`src/rtl/arb_requester.sv`:
```
`default_nettype none
// ============================================================================
// Module      : arb_requester
// Description : Per-client FIFOs feeding an external one-hot round-robin
//               arbiter. Raises requests while the output register can take
//               an entry, pops the granted client's head into a registered
//               output slot, and flags malformed grants with a sticky error.
// Revision    : 1.0 - initial release
// ============================================================================
module arb_requester #(
  parameter int NUM_PORTS = 4,
  parameter int DATA_W    = 8,
  parameter int DEPTH     = 4
) (
  input  logic                          clk,
  input  logic                          rstN,
  input  logic [NUM_PORTS-1:0]          push_i,
  input  logic [NUM_PORTS*DATA_W-1:0]   push_data_i,
  output logic [NUM_PORTS-1:0]          full_o,
  output logic [NUM_PORTS-1:0]          req_o,
  input  logic [NUM_PORTS-1:0]          gnt_i,
  output logic                          out_valid_o,
  input  logic                          out_ready_i,
  output logic [$clog2(NUM_PORTS)-1:0]  out_port_o,
  output logic [DATA_W-1:0]             out_data_o,
  output logic                          err_o
);

  localparam int c_PTR_W  = $clog2(DEPTH);
  localparam int c_CNT_W  = c_PTR_W + 1;
  localparam int c_PORT_W = $clog2(NUM_PORTS);

  logic                         w_slot_free;
  logic [NUM_PORTS-1:0]         w_push;
  logic [NUM_PORTS-1:0]         w_pop;
  logic [NUM_PORTS*DATA_W-1:0]  w_head_flat;
  logic                         w_gnt_onehot;
  logic                         w_gnt_hit;
  logic                         w_gnt_valid;
  logic                         w_gnt_err;
  logic [c_PORT_W-1:0]          w_gnt_idx;
  logic [DATA_W-1:0]            w_gnt_data;

  logic                         r_out_valid;
  logic [c_PORT_W-1:0]          r_out_port;
  logic [DATA_W-1:0]            r_out_data;
  logic                         r_err;

  // The output slot can take a new entry when empty or being drained now.
  assign w_slot_free = !r_out_valid || out_ready_i;

  // A grant is honoured only when it is exactly one bit and hits a live request.
  assign w_gnt_onehot = (gnt_i != '0) && ((gnt_i & (gnt_i - NUM_PORTS'(1))) == '0);
  assign w_gnt_hit    = |(gnt_i & req_o);
  assign w_gnt_valid  = w_gnt_onehot && w_gnt_hit;
  assign w_gnt_err    = (gnt_i != '0) && !w_gnt_valid;

  generate
    for (genvar p = 0; p < NUM_PORTS; p++) begin : g_port
      logic [DATA_W-1:0]  r_mem [DEPTH];
      logic [c_PTR_W-1:0] r_rptr;
      logic [c_PTR_W-1:0] r_wptr;
      logic [c_CNT_W-1:0] r_cnt;

      // full looks only at the registered count, so a same-cycle pop never frees room.
      assign full_o[p] = (r_cnt == c_CNT_W'(DEPTH));
      assign req_o[p]  = (r_cnt != '0) && w_slot_free;
      assign w_push[p] = push_i[p] && !full_o[p];
      assign w_pop[p]  = w_gnt_valid && gnt_i[p];
      assign w_head_flat[p*DATA_W +: DATA_W] = r_mem[r_rptr];

      // Payload storage; contents are don't-care until written, so no reset.
      always_ff @(posedge clk) begin
        if (w_push[p]) begin
          r_mem[r_wptr] <= push_data_i[p*DATA_W +: DATA_W];
        end
      end

      // Pointer and occupancy bookkeeping; pointers wrap naturally at DEPTH.
      always_ff @(posedge clk or negedge rstN) begin
        if (!rstN) begin
          r_rptr <= '0;
          r_wptr <= '0;
          r_cnt  <= '0;
        end else begin
          if (w_push[p]) r_wptr <= r_wptr + c_PTR_W'(1);
          if (w_pop[p])  r_rptr <= r_rptr + c_PTR_W'(1);
          case ({w_push[p], w_pop[p]})
            2'b10:   r_cnt <= r_cnt + c_CNT_W'(1);
            2'b01:   r_cnt <= r_cnt - c_CNT_W'(1);
            default: r_cnt <= r_cnt;
          endcase
        end
      end
    end
  endgenerate

  // Encode the grant and select the matching head entry.
  always_comb begin
    w_gnt_idx  = '0;
    w_gnt_data = '0;
    for (int p = 0; p < NUM_PORTS; p++) begin
      if (gnt_i[p]) begin
        w_gnt_idx  = c_PORT_W'(p);
        w_gnt_data = w_head_flat[p*DATA_W +: DATA_W];
      end
    end
  end

  // Output slot: load on a valid grant, otherwise empty once accepted.
  always_ff @(posedge clk or negedge rstN) begin
    if (!rstN) begin
      r_out_valid <= 1'b0;
      r_out_port  <= '0;
      r_out_data  <= '0;
    end else if (w_gnt_valid) begin
      r_out_valid <= 1'b1;
      r_out_port  <= w_gnt_idx;
      r_out_data  <= w_gnt_data;
    end else if (r_out_valid && out_ready_i) begin
      r_out_valid <= 1'b0;
    end
  end

  // Sticky record of any malformed grant; only reset clears it.
  always_ff @(posedge clk or negedge rstN) begin
    if (!rstN) begin
      r_err <= 1'b0;
    end else if (w_gnt_err) begin
      r_err <= 1'b1;
    end
  end

  assign out_valid_o = r_out_valid;
  assign out_port_o  = r_out_port;
  assign out_data_o  = r_out_data;
  assign err_o       = r_err;

endmodule
`default_nettype wire

```
`config.mk`:
```
export PLATFORM = sky130hd
export DESIGN_NAME = arb_requester
export DESIGN_NICKNAME = d
export VERILOG_FILES = /design/src/rtl/arb_requester.sv
export SDC_FILE = /design/constraint.sdc
export NUM_CORES = 1
export LEC_CHECK = 0
export CAP_MARGIN = 20
export CORE_ASPECT_RATIO = 0.75
export CORE_MARGIN = 2
export CORE_UTILIZATION = 44
export CTS_BUF_LIST = sky130_fd_sc_hd__clkbuf_4
export CTS_CLUSTER_DIAMETER = 30
export DETAILED_ROUTE_END_ITERATION = 10
export PLACE_DENSITY = 0.72
export SLEW_MARGIN = 10
export SYNTH_ARGS = -nofsm -noshare
export SYNTH_HDL_FRONTEND = slang
export SYNTH_SLANG_ARGS = --single-unit
```
`constraint.sdc`:
```
create_clock -name clk -period 3.2 [get_ports clk]
set_input_delay 0.32 -clock clk [delete_from_list [all_inputs] [get_ports clk]]
set_output_delay 0.32 -clock clk [all_outputs]
set_load 0.02 [all_outputs]
```
**Word level (Yosys, flattened, before mapping)**

Memory sizes are Yosys's and may differ from the RTL's.
Index checks and enable logic that the tools add are counted.
Widths: inputs -> output; s select.

- Output and inout bits: 20
- Memories: 4
- Word-level logic and storage cells: 107
- Register bits after elaboration: 40
- Memory bits (writable): 128

- Bitwise operators: 2
- Reductions and logical operators: 35
- $add $sub $neg: 17
- Equality and inequality tests: 12
- Mux-type cells: 21

Memory list:

| memory | words | bits a word | read ports | clocked after memory_dff | write ports | line | RTL |
|---|---|---|---|---|---|---|---|
| g_port[0].r_mem | 4 | 8 | 1 | 0 | 1 | 60 | `logic [DATA_W-1:0] r_mem [DEPTH];` |
| g_port[1].r_mem | 4 | 8 | 1 | 0 | 1 | 60 |  |
| g_port[2].r_mem | 4 | 8 | 1 | 0 | 1 | 60 |  |
| g_port[3].r_mem | 4 | 8 | 1 | 0 | 1 | 60 |  |

Operator list:

| cell | number |
|---|---|
| $mux 8 | 4 |
| $pmux 3 s2 | 4 |
| $add 2x1->2 const B | 8 |
| $logic_and 1x1->1 | 16 |
| $add 3x1->3 const B | 4 |
| $eq 3x3->1 const B | 4 |
| $reduce_bool 3->1 | 4 |
| $sub 3x1->3 const B | 4 |
| $mux 1 | 11 |
| $reduce_bool 2->1 | 5 |
| $and 4x4->4 | 2 |
| $eq 2x1->1 const B | 4 |
| $eq 2x2->1 const B | 4 |
| $logic_not 1->1 | 6 |
| $logic_not 4->1 | 1 |
| $mux 2 | 2 |
| $reduce_bool 4->1 | 1 |
| $reduce_or 4->1 | 1 |
| $sub 4x1->4 const B | 1 |
| $logic_or 1x1->1 | 1 |

**Longest topological paths before layout**

Gate-level depths: netlist (run 1).

- Word-level depth: 9
- Mapped depth: 12
- Depth with buffers taken out: 12

**Least setup slack after synthesis (run 1)**

No wires, ideal clock.

- Kind: register to register
- Start: register r_out_valid, in the netlist out_valid_o
- End: register g_port[2].r_cnt[2]
- Setup time: 79 ps
- Cell stages (with the launch flop): 12
- Data arrival time: 2,420 ps
- Path slack: 700 ps
- Cells stage by stage: dfrtp_1 nand2b_1 o31a_1 a22o_1 o21ai_0 inv_1 ha_1 inv_1 fa_1 xor2_1 nor2_1 xor2_1

- Longest elaborated chain between the ends: 9

RTL lines:

| item | line | RTL |
|---|---|---|
| from (decl) | 44 | `logic r_out_valid;` |
| from (signal assigned) | 113 | `r_out_valid <= 1'b0;` |
| from (signal assigned) | 117 | `r_out_valid <= 1'b1;` |
| from (signal assigned) | 121 | `r_out_valid <= 1'b0;` |
| $logic_not 1->1 * | 50 | `assign w_slot_free = !r_out_valid \|\| out_ready_i;` |
| $logic_or 1x1->1 * | 50 |  |
| $logic_and 1x1->1 * | 67 | `assign req_o[p] = (r_cnt != '0) && w_slot_free;` |
| via req_o[3] | 20 | `output logic [NUM_PORTS-1:0] req_o,` |
| $and 4x4->4 * | 54 | `assign w_gnt_hit = \|(gnt_i & req_o);` |
| $reduce_or 4->1 * | 54 |  |
| $logic_and 1x1->1 * | 55 | `assign w_gnt_valid = w_gnt_onehot && w_gnt_hit;` |
| $logic_and 1x1->1 * | 69 | `assign w_pop[p] = w_gnt_valid && gnt_i[p];` |
| via w_pop[2] | 35 | `logic [NUM_PORTS-1:0] w_pop;` |
| $eq 2x1->1 / $eq 2x2->1 (equally long branches) | 88 | `case ({w_push[p], w_pop[p]})` |
| $pmux 3 s2 / $reduce_bool 2->1 (equally long branches) | -- |  |
| to (signal assigned) | 89 | `2'b10: r_cnt <= r_cnt + c_CNT_W'(1);` |
| to (signal assigned) | 90 | `2'b01: r_cnt <= r_cnt - c_CNT_W'(1);` |
| to (signal assigned) | 91 | `default: r_cnt <= r_cnt;` |
| to (decl) | 63 | `logic [c_CNT_W-1:0] r_cnt;` |

The timed path passes the listed nets; every way through them passes the cells marked *.
A chain may end at the register's enable or synchronous reset.

**Worst setup path in the final report (run 1)**

- Start: register r_out_valid, in the netlist out_valid_o
- End: register g_port[3].r_cnt[2]

- Longest elaborated chain between the ends: 9

RTL lines:

| item | line |
|---|---|
| $logic_not 1->1 * | 50 |
| $logic_or 1x1->1 * | 50 |
| $logic_and 1x1->1 | 67 |
| $and 4x4->4 * | 54 |
| $reduce_or 4->1 * | 54 |
| $logic_and 1x1->1 * | 55 |
| $logic_and 1x1->1 * | 69 |
| via w_pop[3] | 35 |
| $eq 2x1->1 / $eq 2x2->1 (equally long branches) | 88 |
| $pmux 3 s2 / $reduce_bool 2->1 (equally long branches) | -- |
| to (signal assigned) | 89 |
| to (signal assigned) | 90 |
| to (signal assigned) | 91 |
| to (decl) | 63 |

Marked as above.

==> results of run 1 <==
-- flip-flops by register name, indices dropped and copies added (netlist names) --
register and cells:
g_port.r_mem 128, g_port.r_cnt 12, g_port.r_rptr 8, g_port.r_wptr 8, out_data_o 8, out_port_o 2
err_o 1, out_valid_o 1
-- stage by stage --
step | area, um^2 | util [%] | std cells | total power, W
finish | 8307 | 52.03 | 730 | 0.006738
global route | 8307 | 52.03 | 730 | 0.007166
CTS | 8287 | 51.90 | 729 | 0.006809
detailed placement | 7993 | 50.06 | 696 | 0.005607
global placement | 7993 | 50.06 | 696 | 0.005519
floorplan | 7152 | - | 435 | 0.004816
-- worst paths after layout --
check	endpoint	slack, ns	cells after the start	from
min in group clk	g_port[1].r_mem[2][4]$_DFFE_PP_	0.39	1	push_data_i[12]
hold reg to reg	err_o$_DFFE_PN0P_	0.48	1	err_o$_DFFE_PN0P_
setup / recovery	g_port[3].r_cnt[2]$_DFFE_PN0P_	0.53	12	out_valid_o$_DFFE_PN0P_
hold / removal	g_port[1].r_wptr[0]$_DFFE_PN0P_	0.14	2	rstN
setup reg to reg	g_port[3].r_cnt[2]$_DFFE_PN0P_	0.53	12	out_valid_o$_DFFE_PN0P_
max in group asynchronous	g_port[2].r_rptr[1]$_DFFE_PN0P_	2.58	3	rstN
-- routing by layer --
layer / routed length [um] / track usage (%)
met5: 0 / 0
met4: 218 / 6.293
met3: 690 / 4.263
met2: 6068 / 24.74
met1: 6289 / 23.48
-- timing repair --
| action | in CTS | in global routing |
|---|---|---|
| buffers inserted | 0 | 0 |
| hold buffers | 1 | 0 |
| hold endpoints to repair | 40 | 0 |
| gates resized for setup | 0 | 0 |
-- report_power, final --
group	total [W]	switching, W	internal (W)
Sequential	0.00337	0.000423	0.00295
Combinational	0.00217	0.00110	0.00106
Clock	0.00120	0.000724	0.000480
Total	0.00674	0.00225	0.00449
-- final cells by class --
cell class | instances | area, um^2
Multi-Input combinational cell | 217 | 2101
Timing Repair Buffer | 70 | 690.7
Fill cell | 1303 | 7659
Clock buffer | 18 | 135.1
Inverter | 33 | 123.9
Clock inverter | 14 | 148.9
Sequential cell | 168 | 4845
Tap cell | 210 | 262.8
-- worst reg2reg max path, stage by stage, from the launching register on --
cell and delay [ns]:
dfrtp_1 0.40, nand2b_1 0.29, o31ai_2 0.15, inv_1 0.11, a22o_1 0.32, o21ai_0 0.19
inv_1 0.09, ha_1 0.17, inv_1 0.06, fa_1 0.38, xor2_1 0.15, nor2_1 0.13
xor2_1 0.16
-- logic make-up after synthesis --
logic type / after synthesis
XOR/XNOR: 25
multiplexers: 55
buffers and inverters: 50
adder cells (fa/ha/maj): 24
AO/OA/AOI/OAI: 55
flip-flops: 168
AND/OR/NAND/NOR: 58
-- cell usage after synthesis (6+ instances only) --
cell	instances
edfxtp_1	128
dfrtp_1	40
inv_1	33
mux2i_1	23
mux4_2	21
ha_1	20
and2_1	17
xnor2_1	15
o21ai_0	12
nand2_1	11
o22ai_1	11
nor2_1	10
xor2_1	10
a21oi_1	8
clkbuf_1	8
buf_2	6
mux2_4	6
-- layout by cell type (no fill, tap or decap), drive strengths merged, types with 2 or more instances in the layout --
cell type and instances:
mux4 21, and2 17, clkbuf 18, o22ai 11, fa 4, or3b 2
mux2 11, o21ai 16, nor3 3, o211ai 3, ha 20, buf 8
a22oi 5, edfxtp 128, xor2 10, xnor2 15, dfrtp 40, clkdlybuf4s50 61
and3 5, nor2b 4, clkinv 9, nand2 11, mux2i 23, a21oi 8
bufinv 2, nor2 10, nand2b 3, inv 36, o31a 2, a211oi 3
==> reports/qor.txt, run 1 <==
DRT iter0 DRCs - 173
Worst EP required - 3.67 ns
Fin. Hold Viols - 0
CP delay by family, top - compound AO/OA/AOI/OAI gates
Compound-gate portion of the synthesized area - 5.318%
Slew headroom - 61.39%
Post-synth top area cell - edfxtp_1
Layout cell share with drive strength beyond 1 - 15.38%
Fin. max-slew vios - 0
Total grt overflow - 0
VDD IR max - 0.0003317 V
Largest net degree at the start of global routing - 41
RSZ-0062 raised after global routing - false
Crit path top cell by count - inv_1
Buf/Inv on CP - 3
Share of the synthesized area in the top cell type - 53.74%
Root cell of the clock tree - clkbuf_4
Total number of vias - 3,751
Simple logic cell fraction of the synthesized area - 4.496%
Max Cap Viol - 0
Final setup skew - 0.01858 ns
Clock slew at reported path FFs - 0.14 ns
Starting Density - 44.80%
Final setup margin - 0.5299 ns
First-pass GRT wire length - 20.72 mm
Fmax - 0.3745 GHz
Placement Setup Slack - 0.1313 ns
Mapped cell area - 7152 um^2
Adder-cell share of the synthesized area - 4.619%
Worst Hold Class - primary input to async pin
Post-Route WL - 13.27 mm
Post-DP HPWL - 9.571 mm
Placer Congestion - 0.8238
Mean Syn Cell Area - 16.44 um^2
Setup crit end kind - flip-flop
Number of diodes - 0
WP data arrival - 3.14 ns
Ports - 63
Pleak - 3.095 nW
Post-Synth XOR/XNOR Area - 3.062%
Core ar. - 15,970 um^2
Post-synth ARST share - 23.81%
Vias in the first global route - 3,865
TritonCTS buffer count - 17
CTS tree - yes
Post-synthesis mux area share - 11.88%
Vias per cell - 5.138
DIE AREA - 17,300 um^2
CP startpoint kind - flip-flop
Worst Max-Slew Pin Slew - 0.5792 ns
Longest Clk Path Bufs - 2
Initial antenna violation count - 0
Post-synth EDFFs - 128
Post-synthesis register bit count - 168
Crit-path slowest cell - dfrtp_1
Post-synth cell types - 44
CTS Sinks - 168
Pre-antenna DRT Iters - 4
Period utilization - 83.44%
H-tree levels - 4
Synth Flop Type - edfxtp_1
Final number of setup-violating endpoints - 0
Setup CP Type - flip-flop to flip-flop
Total GRT Usage - 16.54%
Status - complete, no violations
Setup_tns - 0 ns
Cells after Synth - 435
Layout overhead on the synthesized area - 16.15%
Minimum clock period - 2.670 ns
Avg WL per Cell - 18.18 um
Drt drc - 0
Row cnt - 40
Smallest hold slack - 0.1392 ns
Mapped Nets - 502
Sequential cell area fraction in the yosys report - 67.74%
Synth warnings - 0
Crit path largest cell delay - 0.40 ns
Final net count - 574
Die H - 114.4 um
PortBufs - 62
Crit-path max FO - 7
Insertion delay to the later sink of the worst-skew pair - 0.54 ns
Routed Antenna Nets - 0
Cells along the critical path - nand2b_1 -> o31ai_2 -> inv_1 -> a22o_1 -> o21ai_0 -> inv_1 -> ha_1 -> inv_1 -> fa_1 -> xor2_1 -> nor2_1 -> xor2_1
Main area contributors after synthesis - edfxtp_1 54%, dfrtp_1 14%, mux4_2 6.6%
Die width - 151.2 um
Largest family of logic cells by synthesized area - multiplexers
PD cells - 811.2 nW/um^2
(Power assumes the default switching activity.)
==> run 2: changes to the inputs <==
==> constraint.sdc (replaced) <==
create_clock -name clk -period 2.52 [get_ports clk]
set_input_delay 0.252 -clock clk [delete_from_list [all_inputs] [get_ports clk]]
set_output_delay 0.252 -clock clk [all_outputs]
set_load 0.02 [all_outputs]
==> reports/qor.txt, run 2 (same netlist as run 1, synthesis figures left out) <==
Fin. Hold Viols - 0 (unchanged)
PortBufs - 62 (unchanged)
CTS tree - yes
Flop2flop setup slack - 0.09 ns (-0.44 ns)
Slew headroom - 66.20% (+4.8 points)
Post-Route WL - 13.94 mm (+5.1%)
Critical path capture point - g_port[1].r_cnt[2]$_DFFE_PN0P_
Period utilization - 96.49% (+13 points)
Total grt overflow - 0 (unchanged)
Avg WL per Cell - 18.27 um (+0.54%)
First-pass GRT wire length - 21.78 mm (+5.1%)
Total Power - 0.008856 W (+31%)
Routed Antenna Nets - 0 (unchanged)
Pre-antenna DRT Iters - 4 (unchanged)
Crit-path max FO - 7 (unchanged)
Fin. max-slew vios - 0 (unchanged)
Final setup skew - 0.01443 ns (-0.004150 ns)
Placed instance area - 8223 um^2 (+2.9%)
Final net count - 607 (+5.7%)
Layout cell share with drive strength beyond 1 - 20.25% (+4.9 points)
Regs by FF count - g_port.r_mem (128), g_port.r_cnt (12)
Die width - 151.2 um (unchanged)
Worst EP required - 2.96 ns (-0.71 ns)
Largest Register - g_port.r_mem
TritonCTS buffer count - 17 (unchanged)
Smallest hold slack - 0.08856 ns (-0.05060 ns)
Total GRT Usage - 17.35% (+0.81 points)
Insertion delay to the later sink of the worst-skew pair - 0.54 ns (about the same)
CP startpoint kind - flip-flop
DIE AREA - 17,300 um^2 (unchanged)
H-tree levels - 4 (unchanged)
Number of diodes - 0 (unchanged)
Largest net degree at the start of global routing - 41 (unchanged)
Worst reg2reg endpoint - g_port[1].r_cnt[2]$_DFFE_PN0P_
Starting Density - 44.80% (unchanged)
Max FFs per register - 128 (unchanged)
Worst Max-Slew Pin Slew - 0.5069 ns (-0.07222 ns)
DRT iter0 DRCs - 252 (+46%)
Fmax - 0.4112 GHz (+9.8%)
Max Cap Viol - 0 (unchanged)
Crit path largest cell delay - 0.45 ns (+0.05 ns)
CTS Sinks - 168 (unchanged)
Reg2reg path depth - 11 (-1)
Final instance area - 8591 um^2 (+3.4%)
Final Core Density - 53.81% (+1.8 points)
PD cells - 1031 nW/um^2 (+27%)
Root cell of the clock tree - clkbuf_4
Setup CP Type - flip-flop to flip-flop
Longest Clk Path Bufs - 2 (unchanged)
Placer Congestion - 0.8628 (+4.7%)
Minimum clock period - 2.432 ns (-0.2384 ns)
Post-DP HPWL - 9.950 mm (+4.0%)
Crit-path slowest cell - dfrtp_1
Total number of vias - 3,850 (+2.6%)
Most common cell after layout, fill and taps aside - edfxtp_1
Core ar. - 15,970 um^2 (unchanged)
VDD IR max - 0.0004039 V (+22%)
Setup crit end kind - flip-flop
Clock slew at reported path FFs - 0.13 ns (about the same)
Die H - 114.4 um (unchanged)
Vias per cell - 5.046 (-1.8%)
Worst R2R Start - g_port[1].r_cnt[0]$_DFFE_PN0P_
Row cnt - 40 (unchanged)
Layout overhead on the synthesized area - 20.12%
Ports - 63 (unchanged)
Initial antenna violation count - 0 (unchanged)
Final number of setup-violating endpoints - 0 (unchanged)
Status - complete, no violations
Cells along the critical path - or3_4 -> nand3_2 -> a21bo_4 -> o211ai_1 -> inv_1 -> ha_1 -> inv_1 -> fa_1 -> xor2_1 -> nor2_1 -> xor2_1
RSZ-0062 raised after global routing - true
Vias in the first global route - 3,985 (+3.1%)
Pleak - 3.260 nW (+5.3%)
Drt drc - 0 (unchanged)
Critical path launch point - g_port[1].r_cnt[0]$_DFFE_PN0P_
Most frequent cells in the layout - 128 x edfxtp_1, 61 x clkdlybuf4s50_1, 40 x dfrtp_1
Worst Hold Class - primary input to async pin
WP data arrival - 2.87 ns (-0.27 ns)
-- run 2: per-stage QoR --
stage                     setup TNS (ns)  setup slack (ns)  instances
after global routing             -0.1420          -0.06417        763
after detailed placement          -1.220           -0.2105        725
final                                  0           0.08835        763
after CTS                              0          0.009586        758
after global placement           -0.7762           -0.1378        725
after floorplan                        0           0.02048        435
-- run 2: how the worst min path moves through the flow --
stage,startpoint,end,slack (ns),depth (start not counted)
after floorplan,rstN,err_o$_DFFE_PN0P_,-0.04,0
after global placement,rstN,out_data_o[2]$_DFFE_PN0N_,0.46,1
after detailed placement,err_o$_DFFE_PN0P_,err_o$_DFFE_PN0P_,0.45,1
after CTS,push_data_i[14],g_port[1].r_mem[2][6]$_DFFE_PP_,0.30,1
after global routing,rstN,out_data_o[6]$_DFFE_PN0N_,0.06,2
final,rstN,out_data_o[2]$_DFFE_PN0N_,0.09,2
-- run 2: cell type report --
class / instances / area, um^2
clock buffer: 17 / 127.6
tap: 210 / 262.8
fill: 1306 / 7375
clock inverter: 15 / 173.9
sequential: 168 / 4845
timing repair buffer: 103 / 950.9
multi-input combinational: 217 / 2107
inverter: 33 / 123.9
-- run 2: critical path: cells and delay by family (launching register included) --
family,cells,cell delay (ns)
adder cells (fa/ha/maj),2,0.38
AND/OR/NAND/NOR,3,0.56
XOR/XNOR,2,0.29
AO/OA/AOI/OAI,2,0.50
flip-flops,1,0.45
buffers and inverters,2,0.15
-- run 2: power by group --
part | leakage [nW] | switching [W] | internal [W]
registers | 1.64 | 0.000478 | 0.00374
clock network | 0.161 | 0.000929 | 0.000694
logic | 1.46 | 0.00151 | 0.00150
-- run 2: repair_timing --
item	in CTS	in global routing
gates resized for setup	2	2
setup endpoints to repair	4	7
hold buffers	1	0
pin swaps	1	1
setup buffers	0	4
hold endpoints to repair	40	0
-- run 2: metal layers --
metal  vias to the layer above  GRT usage (%)  wire length [um]
li1                       1825              -                 -
met2                        91          25.58              6425
met4                         0          5.296               208
met3                        13          3.984               580
met1                      1921          25.86              6727
met5                         -              0                 0
